### config.mk
export PLATFORM = sky130hd
export DESIGN_NAME = multicycle_core
export DESIGN_NICKNAME = d
export VERILOG_FILES = /design/src/rtl/core_pkg.sv /design/src/rtl/core_regfile.sv /design/src/rtl/multicycle_core.sv
export SDC_FILE = /design/constraint.sdc
export NUM_CORES = 2
export LEC_CHECK = 0
export ABC_CLOCK_PERIOD_IN_PS = 5600
export CORE_MARGIN = 1
export CORE_UTILIZATION = 45
export CTS_BUF_LIST = sky130_fd_sc_hd__clkbuf_4 sky130_fd_sc_hd__clkbuf_8
export DETAILED_ROUTE_END_ITERATION = 16
export PLACE_DENSITY = 0.6
export SLEW_MARGIN = 5
export SYNTH_ARGS = -nofsm -noshare
export SYNTH_HDL_FRONTEND = slang
export SYNTH_SLANG_ARGS = --single-unit
export TNS_END_PERCENT = 50
### constraint.sdc
create_clock -name clk -period 5.6 [get_ports clk]
set_clock_uncertainty 0.1 [all_clocks]
set_input_delay 1.68 -clock clk [delete_from_list [all_inputs] [get_ports clk]]
set_output_delay 1.68 -clock clk [all_outputs]
set_load 0.01 [all_outputs]
### src/rtl/core_pkg.sv
// Shared definitions for the multi-cycle core: opcodes, FSM states and
// instruction field positions.
package core_pkg;

  localparam int unsigned INSTR_W  = 16;
  localparam int unsigned OP_W     = 5;
  localparam int unsigned IDX_W    = 5;
  localparam int unsigned IMMS_W   = 6;
  localparam int unsigned IMML_W   = 11;
  localparam int unsigned OP_LSB   = 11;
  localparam int unsigned RS_LSB   = 5;
  localparam int unsigned RD_LSB   = 0;
  localparam int unsigned IMMS_LSB = 5;
  localparam int unsigned IMML_LSB = 0;

  typedef enum logic [OP_W-1:0] {
    OP_ADD    = 5'd0,
    OP_SUB    = 5'd1,
    OP_ADDI   = 5'd2,
    OP_SHLLI  = 5'd3,
    OP_SHRLI  = 5'd4,
    OP_JUMP   = 5'd5,
    OP_JUMPLI = 5'd6,
    OP_JUMPL  = 5'd7,
    OP_JUMPG  = 5'd8,
    OP_JUMPE  = 5'd9,
    OP_JUMPNE = 5'd10,
    OP_CMP    = 5'd11,
    OP_RET    = 5'd12,
    OP_LOAD   = 5'd13,
    OP_LOADI  = 5'd14,
    OP_STORE  = 5'd15,
    OP_MOV    = 5'd16,
    OP_HALT   = 5'd31
  } opcode_e;

  typedef enum logic [2:0] {
    S_FETCH,
    S_DECODE,
    S_EXECUTE,
    S_MEM,
    S_HALT
  } state_e;

endpackage

### src/rtl/core_regfile.sv
// Register file: two asynchronous read ports, one synchronous write port.
// Indices at or beyond NREGS read as zero and drop writes.
module core_regfile
  import core_pkg::*;
#(
  parameter int unsigned DATA_W = 24,
  parameter int unsigned NREGS  = 32
) (
  input  logic              clk,
  input  logic              rst_n,
  input  logic [IDX_W-1:0]  raddr_a,
  output logic [DATA_W-1:0] rdata_a,
  input  logic [IDX_W-1:0]  raddr_b,
  output logic [DATA_W-1:0] rdata_b,
  input  logic              we,
  input  logic [IDX_W-1:0]  waddr,
  input  logic [DATA_W-1:0] wdata
);

  logic [DATA_W-1:0] regs [NREGS];

  always_ff @(posedge clk or negedge rst_n) begin
    if (!rst_n) begin
      for (int unsigned i = 0; i < NREGS; i++) regs[i] <= '0;
    end else if (we && (32'(waddr) < NREGS)) begin
      regs[waddr] <= wdata;
    end
  end

  assign rdata_a = (32'(raddr_a) < NREGS) ? regs[raddr_a] : '0;
  assign rdata_b = (32'(raddr_b) < NREGS) ? regs[raddr_b] : '0;

endmodule

### src/rtl/multicycle_core.sv
// Parametrised multi-cycle core: FETCH/DECODE/EXECUTE/MEM/HALT over a
// unified memory with a req/ready handshake.
module multicycle_core
  import core_pkg::*;
#(
  parameter int unsigned DATA_W   = 24,
  parameter int unsigned ADDR_W   = 24,
  parameter int unsigned MEM_W    = 16,
  parameter int unsigned NREGS    = 32,
  parameter int unsigned RESET_PC = 0
) (
  input  logic              clk,
  input  logic              rst_n,
  output logic              mem_req,
  output logic              mem_we,
  output logic [ADDR_W-1:0] mem_addr,
  output logic [MEM_W-1:0]  mem_wdata,
  input  logic [MEM_W-1:0]  mem_rdata,
  input  logic              mem_ready,
  output logic              halted,
  output logic [ADDR_W-1:0] pc_o
);

  state_e            state_q, state_d;
  logic [ADDR_W-1:0] pc_q, pc_d, link_q, link_d;
  logic [MEM_W-1:0]  ir_q, ir_d;
  logic [DATA_W-1:0] a_q, a_d, b_q, b_d;
  logic              sf_q, sf_d, zf_q, zf_d, of_q, of_d;
  logic              req_d, we_d, halted_d;
  logic [ADDR_W-1:0] addr_d;
  logic [MEM_W-1:0]  wdata_d;

  logic              rf_we;
  logic [DATA_W-1:0] rf_wdata, rf_a, rf_b;

  opcode_e           op;
  logic [IDX_W-1:0]  rs, rd;
  logic [IMMS_W-1:0] imms;
  logic [DATA_W-1:0] imms_ext, diff, shl_res, shr_res;
  logic [ADDR_W-1:0] imml_ext;
  logic              sh_big;

  assign op       = opcode_e'(ir_q[OP_LSB +: OP_W]);
  assign rs       = ir_q[RS_LSB +: IDX_W];
  assign rd       = ir_q[RD_LSB +: IDX_W];
  assign imms     = ir_q[IMMS_LSB +: IMMS_W];
  assign imms_ext = DATA_W'(imms);
  assign imml_ext = ADDR_W'(ir_q[IMML_LSB +: IMML_W]);
  assign diff     = a_q - b_q;
  assign sh_big   = 32'(imms) >= DATA_W;
  assign shl_res  = sh_big ? '0 : (a_q << imms);
  assign shr_res  = sh_big ? '0 : (a_q >> imms);
  assign pc_o     = pc_q;

  core_regfile #(.DATA_W(DATA_W), .NREGS(NREGS)) u_regfile (
    .clk     (clk),
    .rst_n   (rst_n),
    .raddr_a (rd),
    .rdata_a (rf_a),
    .raddr_b (rs),
    .rdata_b (rf_b),
    .we      (rf_we),
    .waddr   (rd),
    .wdata   (rf_wdata)
  );

  always_ff @(posedge clk or negedge rst_n) begin
    if (!rst_n) begin
      state_q   <= S_FETCH;
      pc_q      <= ADDR_W'(RESET_PC);
      link_q    <= '0;
      ir_q      <= '0;
      a_q       <= '0;
      b_q       <= '0;
      sf_q      <= 1'b0;
      zf_q      <= 1'b0;
      of_q      <= 1'b0;
      mem_req   <= 1'b0;
      mem_we    <= 1'b0;
      mem_addr  <= '0;
      mem_wdata <= '0;
      halted    <= 1'b0;
    end else begin
      state_q   <= state_d;
      pc_q      <= pc_d;
      link_q    <= link_d;
      ir_q      <= ir_d;
      a_q       <= a_d;
      b_q       <= b_d;
      sf_q      <= sf_d;
      zf_q      <= zf_d;
      of_q      <= of_d;
      mem_req   <= req_d;
      mem_we    <= we_d;
      mem_addr  <= addr_d;
      mem_wdata <= wdata_d;
      halted    <= halted_d;
    end
  end

  // Next state; request outputs are precomputed from the state being entered
  always_comb begin
    state_d  = state_q;
    pc_d     = pc_q;
    link_d   = link_q;
    ir_d     = ir_q;
    a_d      = a_q;
    b_d      = b_q;
    sf_d     = sf_q;
    zf_d     = zf_q;
    of_d     = of_q;
    req_d    = mem_req;
    we_d     = mem_we;
    addr_d   = mem_addr;
    wdata_d  = mem_wdata;
    rf_we    = 1'b0;
    rf_wdata = '0;

    case (state_q)
      S_FETCH: begin
        if (mem_req && mem_ready) begin
          ir_d    = mem_rdata;
          pc_d    = pc_q + ADDR_W'(1);
          state_d = S_DECODE;
          req_d   = 1'b0;
        end else begin
          req_d  = 1'b1;
          we_d   = 1'b0;
          addr_d = pc_q;
        end
      end
      S_DECODE: begin
        a_d     = rf_a;
        b_d     = rf_b;
        state_d = S_EXECUTE;
      end
      S_EXECUTE: begin
        state_d = S_FETCH;
        case (op)
          OP_ADD:    begin rf_we = 1'b1; rf_wdata = a_q + b_q; end
          OP_SUB:    begin rf_we = 1'b1; rf_wdata = diff; end
          OP_ADDI:   begin rf_we = 1'b1; rf_wdata = a_q + imms_ext; end
          OP_SHLLI:  begin rf_we = 1'b1; rf_wdata = shl_res; end
          OP_SHRLI:  begin rf_we = 1'b1; rf_wdata = shr_res; end
          OP_MOV:    begin rf_we = 1'b1; rf_wdata = b_q; end
          OP_LOADI:  begin rf_we = 1'b1; rf_wdata = imms_ext; end
          OP_CMP: begin
            sf_d = diff[DATA_W-1];
            zf_d = (diff == '0);
            of_d = (a_q[DATA_W-1] != b_q[DATA_W-1]) && (diff[DATA_W-1] != a_q[DATA_W-1]);
          end
          OP_JUMP:   pc_d = imml_ext;
          OP_JUMPLI: begin link_d = pc_q; pc_d = imml_ext; end
          OP_JUMPL:  if (sf_q != of_q) pc_d = imml_ext;
          OP_JUMPG:  if ((sf_q == of_q) && !zf_q) pc_d = imml_ext;
          OP_JUMPE:  if (zf_q) pc_d = imml_ext;
          OP_JUMPNE: if (!zf_q) pc_d = imml_ext;
          OP_RET:    pc_d = link_q;
          OP_LOAD, OP_STORE: state_d = S_MEM;
          OP_HALT:   state_d = S_HALT;
          default: ;
        endcase
        if (state_d == S_FETCH) begin
          req_d  = 1'b1;
          we_d   = 1'b0;
          addr_d = pc_d;
        end else if (state_d == S_MEM) begin
          req_d = 1'b1;
          if (op == OP_STORE) begin
            we_d    = 1'b1;
            addr_d  = a_q[ADDR_W-1:0];
            wdata_d = b_q[MEM_W-1:0];
          end else begin
            we_d   = 1'b0;
            addr_d = b_q[ADDR_W-1:0];
          end
        end
      end
      S_MEM: begin
        if (mem_req && mem_ready) begin
          if (op == OP_LOAD) begin
            rf_we    = 1'b1;
            rf_wdata = DATA_W'(mem_rdata);
          end
          state_d = S_FETCH;
          req_d   = 1'b1;
          we_d    = 1'b0;
          addr_d  = pc_q;
        end
      end
      S_HALT: req_d = 1'b0;
      default: state_d = S_FETCH;
    endcase

    halted_d = (state_d == S_HALT);
  end

endmodule

Word-level counts from Yosys, hierarchy flattened
Index checks and enable logic that the tools add are counted. Widths: inputs -> output; s select.

Flip-flop bits (word level): 929. Bits in latches: 0. RAM bits: 0. Memory bits (read-only): 0. Bits of input ports: 19. Output and inout port bits: 67. Logic and storage cells: 160. Memories: 0.

$add $sub $neg: 4. Multipliers: 0. Divide/modulo/power cells: 0. $lt $le $gt $ge: 4. Eq/ne operators: 31. Shifts and indexed selects: 2. Muxes and demuxes: 48. Bitwise operators: 3. Reductions and logical operators: 22.

Operators by type and width (count): $bwmux 768 (1); $mux 24 (17); $bmux 24 s5 (2); $pmux 24 s7 (1); $pmux 24 s6 (1); $demux 24 s5 (1); $pmux 24 s2 (2); $pmux 24 s3 (1); $eq 5x4->1 const B (8); $mux 16 (2); $add 24x1->24 const B (1); $add 24x24->24 (1); $add 24x6->24 (1); $logic_not 24->1 (1); $shl 24x6->24 (1); $shr 24x6->24 (1); $sub 24x24->24 (1); $eq 5x3->1 const B (4); $pmux 3 s5 (1); $ge 6x6->1 const B (2); $mux 1 (12); $not 5->6 (2); $eq 5x2->1 const B (2); $eq 5x5->1 const B (2); other kinds (28) (46).

Depth between registers and ports, before layout
Word-level depth: 8. Mapped depth: 19.

Modules after synthesis
From an unflattened synthesis, not the netlist that was laid out.

Cell total of the unflattened synthesis: 5081. Area total of the unflattened synthesis: 55953.7 µm².

Modules (own cells, without submodules): core_regfile (times used 1, cells an instance 3475, area each 42304.3 µm², seq. area each 19218.4 µm²); multicycle_core (times used 1, cells an instance 1606, area each 13649.3 µm², seq. area each 4028.9 µm²).

Worst setup path after synthesis
OpenSTA, ideal clock, no wires.

Path type: register -> register. Start point: register ir_q[5]. End point: register u_regfile.regs[118] in the netlist's numbering. Data arrival time: 4.177 ns. Data required time: 5.367 ns. Slack: 1.190 ns. Stages on the path, launching flop included: 20. Path buffers: 8. Period minus slack after synthesis: 4.410 ns. Cell sequence: dfrtp_1 -> buf_6 -> buf_6 -> buf_6 -> buf_6 -> buf_6 -> buf_6 -> buf_2 -> mux2_2 -> ha_1 -> fa_1 -> nand3_1 -> a211o_1 -> nand3_1 -> a311oi_1 -> a31oi_1 -> mux2i_1 -> o31ai_1 -> clkbuf_1 -> o21ai_0.

Word-level cells in the longest chain between the ends: 5.

Ends and longest elaborated chain: from (decl) (RTL line multicycle_core.sv:26) `logic [MEM_W-1:0] ir_q, ir_d;`; from (signal assigned) (RTL line multicycle_core.sv:87) `ir_q <= ir_d;`; branches (longest 2 deep; another with $add 24x6->24); $pmux 24 s7 * (RTL line multicycle_core.sv:139) `case (op)`; $pmux 24 s2 * (RTL line multicycle_core.sv:119) `case (state_q)`; $bwmux 768 * (RTL line core_regfile.sv:26) `regs[waddr] <= wdata;`; to (signal, indexed assignment) (RTL line core_regfile.sv:26); to (decl) (RTL line core_regfile.sv:20) `logic [DATA_W-1:0] regs [NREGS];`.

Mark *: on every way between the ends. A chain may end at the register's enable or synchronous reset.

Worst setup path in the final report
Start point: register ir_q[14]. End point: register u_regfile.regs[311] in the netlist's numbering.

Word-level cells in the longest chain between the ends: 4.

Ends and longest elaborated chain (RTL line): $eq 5x4->1 (tied with other cells) (multicycle_core.sv:139); $pmux 24 s7 (tied with other cells) (multicycle_core.sv:139); $pmux 24 s2 (tied with other cells) (multicycle_core.sv:119); $bwmux 768 or $pmux 1 s2 (tied branches) (core_regfile.sv:26, multicycle_core.sv:119).

Parallel ways exist; a longest one is shown, timed or not.

==> results <==
- Buffers added to address setup during post-CTS repair amount to 0.
- The detailed router finished its first iteration with 4637 violations.
- The number of distinct standard cells referenced by the synthesized netlist is 79.
- Dividing the final minimum period by the clock period gives 0.8622.
- In the final design database the tool counted 4988 nets.
- For this run, the detailed router's first-pass iteration total came to 8.
- The via count of the first global-routing pass is 40616.
- The async set-reset flop share out of synthesis is 1.000.
- The setup slack after placement is 0.7822 ns.
- The cell area that synthesis handed to floorplanning was 53040 sq um.
- After clock tree synthesis, the clock-pin slew on the worst setup and hold paths is 0.07 ns.
- The maximum number of pins on one net before global-route repair is 95.
- The accumulated negative setup slack is 0 ns.
- The finished layout holds 6567 standard cells, fillers aside.
- The average instance in the mapped netlist occupies 10.68 sq um.
- The highest attainable clock frequency is 207.1 MHz.
- The maximum buffer depth of the clock tree is 3.
- The remaining max-slew budget at the tightest pin is 0.1989.
- The library cell used most frequently in the layout, excluding fill and tap cells, is sky130_fd_sc_hd__nand2_1.
- Yosys printed 0 warnings.
- The share of synthesized area in the top cell type comes to 0.4383.
- The worst hold path was traced through 2 stages.
- The worst setup path is of the reg -> reg kind.
- In this run the most critical hold path is launched from mem_addr[16]$_DFFE_PN0P_.
- For hold timing, the worst endpoint is mem_addr[16]$_DFFE_PN0P_.
- The class of the worst hold path is reg -> reg.
- The count of nets left with antenna violations once routing finished came out at 0.
- Yosys mapped a number of flops with a built-in enable equal to 0.
- The clock network latency to the later pin of the worst-skew pair is 0.88 ns.
- The sum of overflow across all layers after global routing is 0.
- The fraction of layout instances using a drive strength above 1 is 0.2262.
- The leakage dissipation is 0.02439 uW.
- For the worst setup path, the data required time is 6.22 ns.
- The number of DRC violations after detailed routing is 0.
- The clock tree from TritonCTS is done.
- The H-tree depth is 4.
- The startpoint of the lowest-slack register-to-register path is ir_q[14]$_DFFE_PN0P_.
- Across the VDD grid, the largest voltage drop is 0.3618 mV.
- The sum of routed wire length over all layers is 185500 um.
- The routability congestion estimate is 1.005.
- The endpoint of the lowest-slack register-to-register path is u_regfile.regs[311]$_DFFE_PN0P_.
- Row generation in the floorplan step produced 125 rows.
- The pin slew with the least headroom to its limit is 1.202 ns.
- The final-report hold violation count came to 0.
- For this run, the total global-route usage over all layers was measured as 0.3118.
- The via count is 42270.
- The worst setup path is captured at a flop.
- The flow ran to the end, and the final reports show no timing, DRC or antenna violations.
- Setup repair after global routing left no endpoint under its margin.
- The die is 345.3 um wide.
- In this run the standard cell core region covers 116500 sq um.
- The kind of start point of the critical path is a flop.
- The first global-routing pass estimated 277100 um of wire.
- Counting every sink on the clock net gives 929.
- Including well taps, the total number of placed cells is 6278.
- The initial antenna violation count was 5.
- The floorplan die area is 119300 sq um.
- Sorting the synthesized cells by area gives the leading types as sky130_fd_sc_hd__dfrtp_1, sky130_fd_sc_hd__mux4_2, sky130_fd_sc_hd__o21ai_0.
- For this design the top-level I/O count stands at 86.
- The clock period could shrink to 4.829 ns.
- The net count after synthesis is 5035.
- The max-slew violation count came to 0.
- The part of the Yosys area used for sequential elements is 0.4383.
- In the synthesized netlist the dominant register cell turns out to be sky130_fd_sc_hd__dfrtp_1.
- In this run the worst path has a maximum fanout of 32.
- Setup violations remaining at the end of the flow were counted as 0.
- The cell count after synthesis is 4966.
- The wire-length estimate of the detail-placed layout is 119400 um.
- The average wire per standard cell is 28.25 um.
- The floorplan step set the die height to 345.3 um.
- The starting density of the core is 0.4552.
- In the post-route analysis, the smallest setup slack over all paths is 0.7714 ns.
- Summed over all instances, the cell type with the most area after synthesis is sky130_fd_sc_hd__dfrtp_1.
- The synthesis-to-layout area growth is 11.99%.
- The number of max-cap violations is 0.
- Clock tree synthesis inserted a total of 163 buffers.
- The clock root buffer is sky130_fd_sc_hd__clkbuf_8.
- The data arrival time of the critical path is 5.45 ns.
- The count of hold-fix buffers inserted at cts is 0.
- The post-cts repair resize count is 0.
- The top cell types in the final layout, fill and taps aside, are sky130_fd_sc_hd__nand2_1, sky130_fd_sc_hd__dfrtp_1, sky130_fd_sc_hd__o21ai_0, sky130_fd_sc_hd__mux4_2, sky130_fd_sc_hd__clkbuf_8.
- Measured in cells, the most critical reg-to-reg path has a length of 13.
- The count of buffers added on input and output ports is 85.
- For this design the ratio of total power to cell area is 505.7 nW/um^2.
- Across all register-to-register paths, the minimum setup slack is 0.77 ns.
- The via-per-instance ratio is 6.437.
- Counting flops and latches in the post-synthesis netlist gives 929.
==> where the power goes <==
part           leakage [uW]  switching (uW)  total [uW]  internal [uW]
sequential           0.0128            1600        9030           7430
combinational       0.00970            8740       14100           5320
clock               0.00190            3030        6940           3910
total                0.0244           13400       30000          16700
==> synth_stat cells (39+ instances only) <==
library cell and number:
sky130_fd_sc_hd__ha_1 48, sky130_fd_sc_hd__nor2_1 162, sky130_fd_sc_hd__mux2_2 81, sky130_fd_sc_hd__clkbuf_1 332, sky130_fd_sc_hd__mux2i_1 77, sky130_fd_sc_hd__buf_2 66
sky130_fd_sc_hd__nand2_1 1024, sky130_fd_sc_hd__mux4_2 490, sky130_fd_sc_hd__buf_1 41, sky130_fd_sc_hd__o21ai_0 771, sky130_fd_sc_hd__a21oi_1 183, sky130_fd_sc_hd__dfrtp_1 929
sky130_fd_sc_hd__o21ai_1 72, sky130_fd_sc_hd__nand3_1 55, sky130_fd_sc_hd__inv_1 39
==> final cells by class <==
class / count / area, sq um
tap: 1524 / 1907
antenna: 3 / 7.507
multi-input combinational: 3521 / 27810
clock inverter: 43 / 461.7
fill: 10403 / 57110
clock buffer: 243 / 3126
inverter: 42 / 160.2
timing repair buffer: 262 / 2648
sequential: 929 / 23280
==> per-stage QoR <==
step | hold slack (ns) | total power [uW] | cell area [sq um] | util
final | 0.3773 | 30040 | 59400 | 0.5098
after global routing | 0.3996 | 31300 | 59400 | 0.5098
after CTS | 0.3830 | 29830 | 59400 | 0.5098
after detailed placement | 0.3690 | 22830 | 55810 | 0.4790
after global placement | 0.3631 | 22800 | 55810 | 0.4790
after floorplan | 0.3502 | 17790 | 53040 | -
==> registers in the layout, indices dropped and copies added (netlist names) <==
signal / flops
mem_addr: 24
ir_q: 16
of_q: 1
mem_wdata: 16
mem_req: 1
link_q: 24
u_regfile.regs: 768
mem_we: 1
state_q: 3
zf_q: 1
a_q: 24
pc_o: 24
b_q: 24
halted: 1
sf_q: 1
==> worst max-delay path: stages (launching register included) <==
cell                       delay (ns)
sky130_fd_sc_hd__dfrtp_1         0.69
sky130_fd_sc_hd__nor3_2          0.11
sky130_fd_sc_hd__nand2_1         0.27
sky130_fd_sc_hd__mux2_2          0.40
sky130_fd_sc_hd__ha_1            0.29
sky130_fd_sc_hd__a211oi_1        0.31
sky130_fd_sc_hd__o211ai_1        0.19
sky130_fd_sc_hd__o21ai_0         0.42
sky130_fd_sc_hd__a211oi_1        0.23
sky130_fd_sc_hd__o21ai_0         0.57
sky130_fd_sc_hd__mux2i_1         0.23
sky130_fd_sc_hd__a211oi_4        0.24
sky130_fd_sc_hd__buf_4           0.44
sky130_fd_sc_hd__o21ai_0         0.15
==> routing by layer <==
layer | wire length [um] | track usage | vias to the layer above
met5 | 23 | 0 | -
met4 | 9017 | 0.1440 | 4
met3 | 16260 | 0.06298 | 487
met2 | 82880 | 0.4609 | 2074
met1 | 77320 | 0.4434 | 21461
li1 | - | - | 18244
==> kinds of logic (layout without fill, tap and decap cells) <==
logic type,after synthesis,count (layout),synth area share
buffers and inverters,516,590,0.04088
AO/OA/AOI/OAI,1365,1365,0.1501
other,0,3,0
XOR/XNOR,33,33,0.005449
flip-flops,929,929,0.4383
adder cells (fa/ha/maj),50,50,0.01208
AND/OR/NAND/NOR,1420,1420,0.1110
multiplexers,653,653,0.2423
==> worst max-delay path by stage <==
stage	start	endpoint
6_report	ir_q[14]$_DFFE_PN0P_	u_regfile.regs[311]$_DFFE_PN0P_
5_1_grt	ir_q[14]$_DFFE_PN0P_	u_regfile.regs[311]$_DFFE_PN0P_
4_1_cts	ir_q[14]$_DFFE_PN0P_	u_regfile.regs[114]$_DFFE_PN0P_
3_5_place_dp	mem_ready	u_regfile.regs[209]$_DFFE_PN0P_
3_3_place_gp	mem_ready	u_regfile.regs[203]$_DFFE_PN0P_
2_1_floorplan	ir_q[5]$_DFFE_PN0P_	u_regfile.regs[118]$_DFFE_PN0P_
No activity file was read; power rests on OpenSTA's default activity.
